$ cat src/rtl/drv_led_pkg.sv
// Shared encodings for the LED pattern driver: command modes and FSM states.
package drv_led_pkg;

  localparam logic [1:0] MODE_OFF     = 2'd0;
  localparam logic [1:0] MODE_ON      = 2'd1;
  localparam logic [1:0] MODE_BLINK   = 2'd2;
  localparam logic [1:0] MODE_BREATHE = 2'd3;

  typedef enum logic [2:0] {
    S_OFF,
    S_ON,
    S_BLINK_H,
    S_BLINK_L,
    S_BREATHE
  } state_t;

endpackage

$ cat src/rtl/drv_tick.sv
// Base-tick prescaler: one-cycle o_tick every TICK_DIV cycles, the first one
// TICK_DIV cycles after i_clr.
module drv_tick #(
  parameter int TICK_DIV = 27_000
) (
  input  logic gclk,
  input  logic gresetn,
  input  logic i_clr,
  output logic o_tick
);

  localparam int CW = (TICK_DIV > 1) ? $clog2(TICK_DIV) : 1;
  localparam logic [CW-1:0] RELOAD = CW'(TICK_DIV - 1);

  logic [CW-1:0] r_cnt;

  always_ff @(posedge gclk) begin
    if (!gresetn)                     r_cnt <= '0;
    else if (i_clr || r_cnt == '0)    r_cnt <= RELOAD;
    else                              r_cnt <= r_cnt - 1'b1;
  end

  assign o_tick = (r_cnt == '0);

endmodule

$ cat src/rtl/drv_led.sv
// LED pattern driver: OFF / ON / BLINK (finite or endless) / BREATHE (PWM
// triangle ramp), commanded over a valid/ready handshake.
//
// state     | meaning
// S_OFF     | led off, idle
// S_ON      | led steadily on
// S_BLINK_H | blink on-phase
// S_BLINK_L | blink off-phase; decides repeat / finish
// S_BREATHE | PWM output, duty ramps 0..max..0 continuously
module drv_led #(
  parameter int   TICK_DIV          = 27_000,
  parameter int   BLINK_HALF_TICKS  = 250,
  parameter int   BREATH_STEP_TICKS = 4,
  parameter int   PWM_BITS          = 8,
  parameter logic LED_ON            = 1'b1
) (
  input  logic       gclk,
  input  logic       gresetn,
  input  logic       cmd_valid,
  output logic       cmd_ready,
  input  logic [1:0] cmd_mode,
  input  logic [7:0] cmd_count,
  output logic       done,
  output logic       led
);
  import drv_led_pkg::*;

  localparam int PH_MAX = (BLINK_HALF_TICKS > BREATH_STEP_TICKS) ? BLINK_HALF_TICKS : BREATH_STEP_TICKS;
  localparam int PHW    = $clog2(PH_MAX + 1);
  localparam logic [PHW-1:0]      PH_BLINK  = PHW'(BLINK_HALF_TICKS);
  localparam logic [PHW-1:0]      PH_BREATH = PHW'(BREATH_STEP_TICKS);
  localparam logic [PHW-1:0]      PH_ONE    = PHW'(1);
  localparam logic [PWM_BITS-1:0] DUTY_MAX  = '1;

  state_t              r_state, w_state_nxt;
  logic [7:0]          r_rem, w_rem_nxt;
  logic [PHW-1:0]      r_phase, w_phase_nxt;
  logic [PWM_BITS-1:0] r_duty, w_duty_nxt;
  logic [PWM_BITS-1:0] r_pwm, w_pwm_nxt;
  logic                r_dir_up, w_dir_nxt;
  logic                r_led, r_ready, r_done;
  logic                w_led_nxt, w_ready_nxt, w_done_nxt;
  logic                w_accept, w_tick;

  assign w_accept  = cmd_valid && r_ready;
  assign cmd_ready = r_ready;
  assign done      = r_done;
  assign led       = r_led;

  drv_tick #(.TICK_DIV(TICK_DIV)) u_tick (
    .gclk    (gclk),
    .gresetn (gresetn),
    .i_clr   (w_accept),
    .o_tick  (w_tick)
  );

  always_comb begin
    w_state_nxt = r_state;
    w_rem_nxt   = r_rem;
    w_phase_nxt = r_phase;
    w_duty_nxt  = r_duty;
    w_dir_nxt   = r_dir_up;
    w_pwm_nxt   = r_pwm + 1'b1;
    w_done_nxt  = 1'b0;
    if (w_accept) begin
      w_pwm_nxt   = '0;
      w_duty_nxt  = '0;
      w_dir_nxt   = 1'b1;
      w_rem_nxt   = '0;
      w_phase_nxt = '0;
      case (cmd_mode)
        MODE_OFF: w_state_nxt = S_OFF;
        MODE_ON:  w_state_nxt = S_ON;
        MODE_BLINK: begin
          w_state_nxt = S_BLINK_H;
          w_rem_nxt   = cmd_count;
          w_phase_nxt = PH_BLINK;
        end
        default: begin
          w_state_nxt = S_BREATHE;
          w_phase_nxt = PH_BREATH;
        end
      endcase
    end else if (w_tick) begin
      // r_phase counts ticks down; the phase ends on the tick that finds it at 1
      case (r_state)
        S_BLINK_H: begin
          if (r_phase == PH_ONE) begin
            w_state_nxt = S_BLINK_L;
            w_phase_nxt = PH_BLINK;
          end else w_phase_nxt = r_phase - 1'b1;
        end
        S_BLINK_L: begin
          if (r_phase == PH_ONE) begin
            w_phase_nxt = PH_BLINK;
            if (r_rem == 8'd1) begin
              w_state_nxt = S_OFF;
              w_rem_nxt   = '0;
              w_phase_nxt = '0;
              w_done_nxt  = 1'b1;
            end else begin
              w_state_nxt = S_BLINK_H;
              if (r_rem != 8'd0) w_rem_nxt = r_rem - 1'b1;
            end
          end else w_phase_nxt = r_phase - 1'b1;
        end
        S_BREATHE: begin
          if (r_phase == PH_ONE) begin
            w_phase_nxt = PH_BREATH;
            if (r_dir_up) begin
              if (r_duty == DUTY_MAX) begin
                w_dir_nxt  = 1'b0;
                w_duty_nxt = r_duty - 1'b1;
              end else w_duty_nxt = r_duty + 1'b1;
            end else begin
              if (r_duty == '0) begin
                w_dir_nxt  = 1'b1;
                w_duty_nxt = r_duty + 1'b1;
              end else w_duty_nxt = r_duty - 1'b1;
            end
          end else w_phase_nxt = r_phase - 1'b1;
        end
        default: ;
      endcase
    end

    // led and ready are registered from next-state values so they follow the FSM without lag
    case (w_state_nxt)
      S_ON, S_BLINK_H: w_led_nxt = LED_ON;
      S_BREATHE:       w_led_nxt = (w_pwm_nxt < w_duty_nxt) ? LED_ON : ~LED_ON;
      default:         w_led_nxt = ~LED_ON;
    endcase
    w_ready_nxt = !(((w_state_nxt == S_BLINK_H) || (w_state_nxt == S_BLINK_L)) && (w_rem_nxt != 8'd0));
  end

  always_ff @(posedge gclk) begin
    if (!gresetn) begin
      r_state  <= S_OFF;
      r_rem    <= '0;
      r_phase  <= '0;
      r_duty   <= '0;
      r_pwm    <= '0;
      r_dir_up <= 1'b1;
      r_led    <= ~LED_ON;
      r_ready  <= 1'b0;
      r_done   <= 1'b0;
    end else begin
      r_state  <= w_state_nxt;
      r_rem    <= w_rem_nxt;
      r_phase  <= w_phase_nxt;
      r_duty   <= w_duty_nxt;
      r_pwm    <= w_pwm_nxt;
      r_dir_up <= w_dir_nxt;
      r_led    <= w_led_nxt;
      r_ready  <= w_ready_nxt;
      r_done   <= w_done_nxt;
    end
  end

endmodule

$ cat config.mk
export PLATFORM = sky130hd
export DESIGN_NAME = drv_led
export DESIGN_NICKNAME = d
export VERILOG_FILES = /design/src/rtl/drv_led_pkg.sv /design/src/rtl/drv_tick.sv /design/src/rtl/drv_led.sv
export SDC_FILE = /design/constraint.sdc
export NUM_CORES = 1
export LEC_CHECK = 0
export ABC_CLOCK_PERIOD_IN_PS = 3400
export CAP_MARGIN = 20
export CORE_MARGIN = 5
export CORE_UTILIZATION = 39
export DETAILED_ROUTE_END_ITERATION = 6
export GPL_TIMING_DRIVEN = 0
export PLACE_DENSITY_LB_ADDON = 0.3
export RECOVER_POWER = 100
export SLEW_MARGIN = 10
export SYNTH_ARGS = -nofsm -noshare
export SYNTH_HDL_FRONTEND = slang
export SYNTH_SLANG_ARGS = --single-unit
$ cat constraint.sdc
create_clock -name gclk -period 3.4 [get_ports gclk]
set_input_delay 0.34 -clock gclk [delete_from_list [all_inputs] [get_ports gclk]]
set_output_delay 0.34 -clock gclk [all_outputs]
set_load 0.1 [all_outputs]
==> results of run 1 <==
power groups by stage:
stage,combinational [uW],sequential (uW),clock (uW)
6_report,370,739,369
5_1_grt,414,746,408
4_1_cts,364,739,387
3_5_place_dp,349,750,0
3_3_place_gp,346,748,0
2_1_floorplan,251,762,0
final cells by class:
type	instances	area (um2)	share of cell area (%)
tap	105	131	3.46
clock buffer	5	68.8	1.81
timing repair buffer	35	298	7.84
clock inverter	3	23.8	0.626
sequential	54	1090	28.8
buffer	14	76.3	2.01
inverter	14	56.3	1.48
multi-input combinational	310	2050	54.0
worst max path at each step:
stage           to  slack, ns             from  depth (start not counted)
6_report       led       0.12        r_duty[0]                         13
5_1_grt        led      -0.04        r_duty[3]                         13
4_1_cts        led      0.006  u_tick.r_cnt[1]                         13
3_5_place_dp   led      -0.24       r_phase[1]                         14
3_3_place_gp   led      -0.22       r_phase[0]                         13
2_1_floorplan  led       0.13        r_duty[0]                         13
metal layers:
metal	up-vias	wire length, um	GRT usage [%]
li1	1486	-	-
met1	1303	3770	21.5
met2	57	3470	24.9
met3	2	377	2.56
met4	0	34	2.76
met5	-	0	0
worst max-delay path: cells and delay by family, from the launching register on:
kind                       cells  cell delay [ns]
buffers and inverters          2             0.25
and+or+nand+nor                3             0.96
xor gates and xnor gates       1             0.18
adders and majority gates      2             0.38
DFF                            1             0.37
AOI/OAI and AO/OA              5             1.07
through the flow:
step                      TNS [ns]  hold WS, ns  cell area [um2]
after global placement      -0.217        0.455             3500
after floorplan                  0        0.421             3230
final                            0        0.482             3800
after CTS                        0        0.495             3690
after detailed placement    -0.237        0.472             3500
after global routing       -0.0389        0.528             3800
cell usage in the layout (no fill, tap or decap), drive strengths merged, types with 6 or more instances in the layout:
cell / synthesis / layout
or4: 7 / 7
inv: 13 / 13
and3: 6 / 6
and2: 6 / 6
nor2b: 9 / 9
nor3: 17 / 17
clkbuf: 9 / 16
dfxtp: 54 / 54
xor2: 16 / 16
buf: 6 / 24
o31ai: 7 / 7
o21ai: 19 / 19
nand2: 44 / 44
nor2: 36 / 36
nand2b: 6 / 6
nand3: 17 / 17
nand4: 10 / 10
nor4: 7 / 7
a21oi: 36 / 36
xnor2: 16 / 16
ha: 16 / 16
clkdlybuf4s50: 0 / 10
registers in the layout, summed over array words and instances, names as in the netlist:
name / count
cmd_ready: 1
done: 1
led: 1
r_dir_up: 1
r_duty: 8
r_phase: 8
r_pwm: 8
r_rem: 8
r_state: 3
u_tick.r_cnt: 15
logic make-up after synthesis:
kind of cell,synth area share [%]
xor+xnor,8.69
buf+inv,4.07
simple gates,30.4
flops,33.5
mux,0.310
compound gates,16.8
fa+ha+maj,6.20
repair_timing:
| action | 4_1_cts | 5_1_grt |
|---|---|---|
| hold buffers | 0 | 0 |
| pin swaps | 3 | 8 |
| gates resized for setup | 12 | 19 |
| setup buffers | 8 | 13 |
| gates cloned | 0 | 0 |
| endpoints found under the setup margin | 1 | 1 |
==> implementation parameters, run 1 <==
Parameter                              Value

Outcome
  Run status ... finished clean

Power and ir drop
  Internal power ... 987 uW
  Switching power total ... 491 uW
  Flop pwr share ... 50.0%
  Switching part of the total ... 33.2%
  Largest voltage drop on the vdd net ... 0.432 mV
  Total design power ... 1480 uW
  Share of power burned in the clock network ... 25.0%
  Relative contribution of combinational cells to total power ... 25.0%
  Power density normalized to cell area ... 389 nW/um2
  Static leakage ... 0.00139 uW

Placed design
  Post-Place Cells ... 512
  Final weighted congestion in routability-driven placement ... 0.913
  Pre-CTS setup slack ... -0.237 ns
  HPWL after DPL ... 5390 um
  # port buffers ... 14

Timing
  Clock Skew ... 0.00586 ns
  Max-slew violation count ... 0
  Least setup slack across all paths after layout ... 0.123 ns
  Peak Freq ... 305 MHz
  Time the final worst path needs with I/O delays and setup ... 3.28 ns
  Final number of hold-violating endpoints ... 0
  Final number of setup-violating endpoints ... 0
  Actual transition at the worst max-transition pin ... 0.982 ns
  Post-route fraction of the period consumed by the critical path ... 96.4%
  Relative slew slack ... 34.3%

Logic synthesis
  Number of unique standard cell types used by synthesis ... 55
  Synth Flop Type ... sky130_fd_sc_hd__dfxtp_1
  Share of flip-flops with an asynchronous set or reset ... 0%
  Number of synthesized register bits ... 54
  Cell taking the most area after synthesis ... sky130_fd_sc_hd__dfxtp_1
  Seq/Total Area, Yosys ... 33.5%
  Number of warning messages in the yosys log ... 0
  Ranking of synthesized cells by instance count ... sky130_fd_sc_hd__dfxtp_1 (54), sky130_fd_sc_hd__nand2_1 (43), sky130_fd_sc_hd__nor2_1 (36)
  EDFF count, synth ... 0
  Fraction of synthesized cell area taken by the top area cell type ... 33.5%
  Post-synthesis instance total ... 393
  Cell with the most instances after synthesis ... sky130_fd_sc_hd__dfxtp_1
  Synthesized area ... 3230 um2
  Syn avg cell area ... 8.21 um2
  Total nets after synthesis ... 422
  Synth area leaders ... sky130_fd_sc_hd__dfxtp_1 (34%), sky130_fd_sc_hd__ha_1 (6.2%), sky130_fd_sc_hd__a21oi_1 (5.1%), sky130_fd_sc_hd__nand2_1 (5.0%), sky130_fd_sc_hd__xnor2_1 (4.3%)

Global route
  Number of global-route vias before repair ... 2762
  GR Overflow Total ... 0
  Initial antenna violation count ... 0
  Global-route total usage across every layer ... 15.3%
  Pin count of the biggest net entering global routing ... 19
  First-pass GRT wire length ... 13000 um

Critical path
  Slowest stage cell on the critical path ... sky130_fd_sc_hd__or4b_4
  Number of cells on the worst reg-to-reg path ... 13
  Required time worst endpoint ... 3.63 ns
  Endpoint kind of the worst setup timing path ... flop
  Max Fanout on Critical Path ... 5
  Start of the worst register-to-register path ... r_duty[0]
  WS Path Type ... reg -> reg
  Slowest stage delay, CP ... 0.47 ns
  Startpoint kind of the worst setup timing path ... flop
  Minimum setup slack among reg-to-reg paths ... 0.12 ns
  Reg-to-reg endpoint ... led
  Endpoint arrival time on the critical path ... 3.51 ns
  Worst-path cell chain ... clkinvlp_4 -> ha_4 -> a31o_4 -> a21o_1 -> buf_6 -> or4_4 -> a21oi_2 -> xor2_1 -> nand2_1 -> ha_2 -> or4b_4 -> o31a_1 -> o31ai_2

Route
  DR vias ... 2848
  Wire length after detailed routing ... 7650 um
  Number of antenna-violating nets in the routed design ... 0
  DRC marker count from the first detailed-route iteration ... 102
  Via density ... 5.27
  Residual DRC count ... 0
  Mean routed wirelength per cell ... 14.2 um
  Number of detailed-route iterations in the first pass ... 4

Cells and area
  Non-filler instance count after layout ... 540
  Net count reported at finish ... 463
  Synthesis-to-layout area growth ... 17.7%
  Fraction of final layout cells with drive strength greater than 1 ... 15.6%
  End-of-flow core utilization ... 46.7%
  Fillcell total ... 800
  Number of diodes added for antenna fixing ... 0

Die
  Number of rows in the core area ... 33
  Initial Util ... 39.7%
  Total die area ... 10200 um2
  Height of the die ... 101 um
  Area of the core region ... 8130 um2
  IO Pins ... 16
  Die extent in x ... 101 um

Clock network
  Largest buffer count on any clock path ... 2
  Root buffer cell ... sky130_fd_sc_hd__clkbuf_8
  Number of clock sinks ... 54
  CTS tree ... yes
  Worst-skew pair later-pin latency ... 0.30 ns
  Clk slew on worst S/H paths ... 0.10 ns
  TritonCTS buffer count ... 5
  Max H-tree Level ... 2

Hold path
  Worst Hold Endpoint ... r_pwm[0]
  Number of cells on the worst hold path ... 1
  Beginning of the worst hold path ... r_pwm[0]
  Path category of the worst min-delay check ... reg -> reg

Job
  Max Cap Viol ... 0
Power figures use the tool's default switching activity.
==> run 2: changes to the inputs <==
--- a/config.mk
+++ b/config.mk
@@ -10,7 +10,7 @@
 export CORE_MARGIN = 5
 export CORE_UTILIZATION = 39
 export DETAILED_ROUTE_END_ITERATION = 6
-export GPL_TIMING_DRIVEN = 0
+export GPL_TIMING_DRIVEN = 1
 export PLACE_DENSITY_LB_ADDON = 0.3
 export RECOVER_POWER = 100
 export SLEW_MARGIN = 10
==> run 2 against run 1 <==
Effect of this change:
- core utilization decreased by 2.1 points
- first-iteration DRC count up 25%
- worst setup slack improved by 0.016 ns
- count of clock-buffer cells in the layout is 2 higher
- register-to-register slack improved by 0.02 ns
- routed wire length shrank 6.4%
- clock power is 7.6% lower
- fmax is 0.48% higher
- critical path depth down 2
- sequential share of layout area grew 1.2 points
- total power shrank 2.5%
- highest routed layer unchanged
==> implementation parameters, run 2 (synthesized netlist as in run 1, its figures left out) <==
Parameter                              Value

Outcome
  Run status ... finished clean

Placed design
  Final weighted congestion in routability-driven placement ... 0.830 (-9.1%)
  Placed inst area ... 3530 um2 (+1.0%)
  # port buffers ... 15 (+1)
  Pre-CTS setup slack ... 0.0552 ns (+0.292 ns)
  HPWL after DPL ... 5340 um (-0.89%)

Clock network
  Max H-tree Level ... 2 (unchanged)
  TritonCTS buffer count ... 5 (unchanged)
  Root buffer cell ... sky130_fd_sc_hd__clkbuf_8
  Count of hold-fix buffers inserted at cts ... 0 (unchanged)
  CTS tree ... yes
  Clk slew on worst S/H paths ... 0.10 ns (about the same)
  Number of clock sinks ... 54 (unchanged)
  Worst-skew pair later-pin latency ... 0.30 ns (about the same)
  Largest buffer count on any clock path ... 2 (unchanged)

Timing
  Time the final worst path needs with I/O delays and setup ... 3.26 ns (-0.0156 ns)
  Final number of setup-violating endpoints ... 0 (unchanged)
  Clock Skew ... 0.00985 ns (+0.00398 ns)
  Final number of hold-violating endpoints ... 0 (unchanged)
  Peak Freq ... 307 MHz (+0.48%)
  Actual transition at the worst max-transition pin ... 1.18 ns (+0.195 ns)
  Max-slew violation count ... 0 (unchanged)
  Final-layout setup total negative slack ... 0 ns (unchanged)
  Relative slew slack ... 21.5% (-13 points)
  Post-route fraction of the period consumed by the critical path ... 95.9% (-0.46 points)
  Least setup slack across all paths after layout ... 0.138 ns (+0.0156 ns)

Hold path
  Beginning of the worst hold path ... u_tick.r_cnt[0]
  Path category of the worst min-delay check ... reg -> reg
  Worst Hold Endpoint ... u_tick.r_cnt[0]
  Number of cells on the worst hold path ... 1 (unchanged)

Critical path
  Endpoint kind of the worst setup timing path ... flop
  Startpoint kind of the worst setup timing path ... flop
  Top Family by Delay on Critical Path ... simple AND/OR/NAND/NOR gates
  Max Fanout on Critical Path ... 7 (+2)
  Slowest stage cell on the critical path ... sky130_fd_sc_hd__or4b_2
  Slowest stage delay, CP ... 0.60 ns (+0.13 ns)
  Reg-to-reg endpoint ... led
  Worst-path cell chain ... and4_1 -> a31oi_1 -> a21o_1 -> or4_1 -> a21oi_2 -> xor2_1 -> nand2_1 -> ha_1 -> or4b_2 -> o31a_1 -> o31ai_2
  WS Path Type ... reg -> reg
  Number of cells on the worst reg-to-reg path ... 11 (-2)
  Required time worst endpoint ... 3.62 ns (about the same)
  Endpoint arrival time on the critical path ... 3.48 ns (-0.03 ns)
  Start of the worst register-to-register path ... r_duty[3]
  Minimum setup slack among reg-to-reg paths ... 0.14 ns (+0.02 ns)
  CP bufs+invs ... 0 (-2)

Cells and area
  Number of diodes added for antenna fixing ... 0 (unchanged)
  Largest reg by FF count ... u_tick.r_cnt
  Flip-flop count of the largest register, all copies and words added ... 15 (unchanged)
  Fillcell total ... 830 (+3.8%)
  Most frequent standard cell in the layout excluding fill and tap cells ... sky130_fd_sc_hd__dfxtp_1
  Final design instance area without fill ... 3620 um2 (-4.6%)
  Most frequent cells in the layout ... sky130_fd_sc_hd__dfxtp_1 (52), sky130_fd_sc_hd__nand2_1 (43), sky130_fd_sc_hd__nor2_1 (36), sky130_fd_sc_hd__a21oi_1 (33), sky130_fd_sc_hd__o21ai_0 (18)
  Fraction of final layout cells with drive strength greater than 1 ... 9.86% (-5.8 points)
  Synthesis-to-layout area growth ... 12.3%
  Net count reported at finish ... 445 (-3.9%)

Global route
  Initial antenna violation count ... 0 (unchanged)
  GR Overflow Total ... 0 (unchanged)
  Number of global-route vias before repair ... 2729 (-1.2%)
  First-pass GRT wire length ... 12400 um (-4.4%)
  Pin count of the biggest net entering global routing ... 26 (+7)
  Global-route total usage across every layer ... 14.6% (-0.75 points)

Die
  Initial Util ... 39.7% (unchanged)
  IO Pins ... 16 (unchanged)
  Area of the core region ... 8130 um2 (unchanged)
  Height of the die ... 101 um (unchanged)
  Die extent in x ... 101 um (unchanged)
  Number of rows in the core area ... 33 (unchanged)
  Total die area ... 10200 um2 (unchanged)

Route
  Wire length after detailed routing ... 7150 um (-6.4%)
  Via density ... 5.33 (+1.1%)
  DR vias ... 2778 (-2.5%)
  Number of antenna-violating nets in the routed design ... 0 (unchanged)
  Mean routed wirelength per cell ... 13.7 um (-3.0%)
  Residual DRC count ... 0 (unchanged)
  DRC marker count from the first detailed-route iteration ... 128 (+25%)
  Number of detailed-route iterations in the first pass ... 4 (unchanged)

Job
  Max Cap Viol ... 0 (unchanged)

Power and ir drop
  Static leakage ... 0.00132 uW (-5.6%)
  Largest voltage drop on the vdd net ... 0.254 mV (-41%)
  Power density normalized to cell area ... 398 nW/um2 (+2.2%)
## run 2: cell types whose count changed in the layout (fill, tap and decap cells not counted), moves of 2 or more
cell                         before  now
sky130_fd_sc_hd__buf_4           20   12
sky130_fd_sc_hd__ha_1            11   14
sky130_fd_sc_hd__dfxtp_1         48   52
sky130_fd_sc_hd__nor3_1          15   17
sky130_fd_sc_hd__clkbuf_1        10    6
sky130_fd_sc_hd__nor3_2           2    0
sky130_fd_sc_hd__ha_2             4    1
sky130_fd_sc_hd__buf_6            3    0
sky130_fd_sc_hd__clkinvlp_4       3    0
sky130_fd_sc_hd__dfxtp_2          4    1
## run 2: final cells by class
type / count / area, um2 / area share [%]
Multi-Input combinational cell: 310 / 2020 / 55.8
Sequential cell: 54 / 1090 / 30.0
Timing Repair Buffer: 31 / 255 / 7.04
Tap cell: 105 / 131 / 3.62
Clock buffer: 7 / 76.3 / 2.11
Inverter: 14 / 52.6 / 1.45
## run 2: report_power, final
| group | total (uW) | switching (uW) | leakage [uW] | internal [uW] |
|---|---|---|---|---|
| registers | 736 | 56.5 | 0.000443 | 679 |
| clock network | 341 | 199 | 0.0000383 | 143 |
| logic | 365 | 209 | 0.000835 | 156 |
## run 2: stage by stage
stage          hold slack (ns)  instances  total power (uW)  util, %
2_1_floorplan            0.421        393              1010        -
3_3_place_gp             0.451        512              1110     43.5
3_5_place_dp             0.457        512              1120     43.5
4_1_cts                  0.478        519              1460     44.4
5_1_grt                  0.489        521              1530     44.6
6_report                 0.466        521              1440     44.6
## run 2: worst register-to-register path, delay by kind of cell (launching register included)
family | cells | cell delay [ns]
xor+xnor | 1 | 0.18
fa+ha+maj | 1 | 0.22
compound gates | 5 | 0.91
simple gates | 4 | 1.40
flops | 1 | 0.47
## run 2: how the worst max path moves through the flow
| stage | startpoint | to | slack, ns | cells after the start |
|---|---|---|---|---|
| floorplan | r_duty[0] | led | 0.13 | 13 |
| detailed placement | u_tick.r_cnt[0] | led | 0.06 | 12 |
| global placement | r_duty[0] | led | 0.13 | 12 |
| global route | r_duty[3] | led | -0.02 | 11 |
| finish | r_duty[3] | led | 0.14 | 11 |
| CTS | u_tick.r_cnt[0] | led | 0.03 | 12 |
## run 2: layer usage
metal	vias to the layer above	track usage, %	wire length (um)
met5	-	0	0
met4	0	3.17	49
met3	5	2.84	210
met2	31	23.7	3290
met1	1299	20.0	3610
li1	1443	-	-
## run 2: repair_timing
action                                  CTS  global route
endpoints found under the hold margin     0             0
gates resized for setup                   0            10
endpoints found under the setup margin    0             1
buffers inserted                          0             2
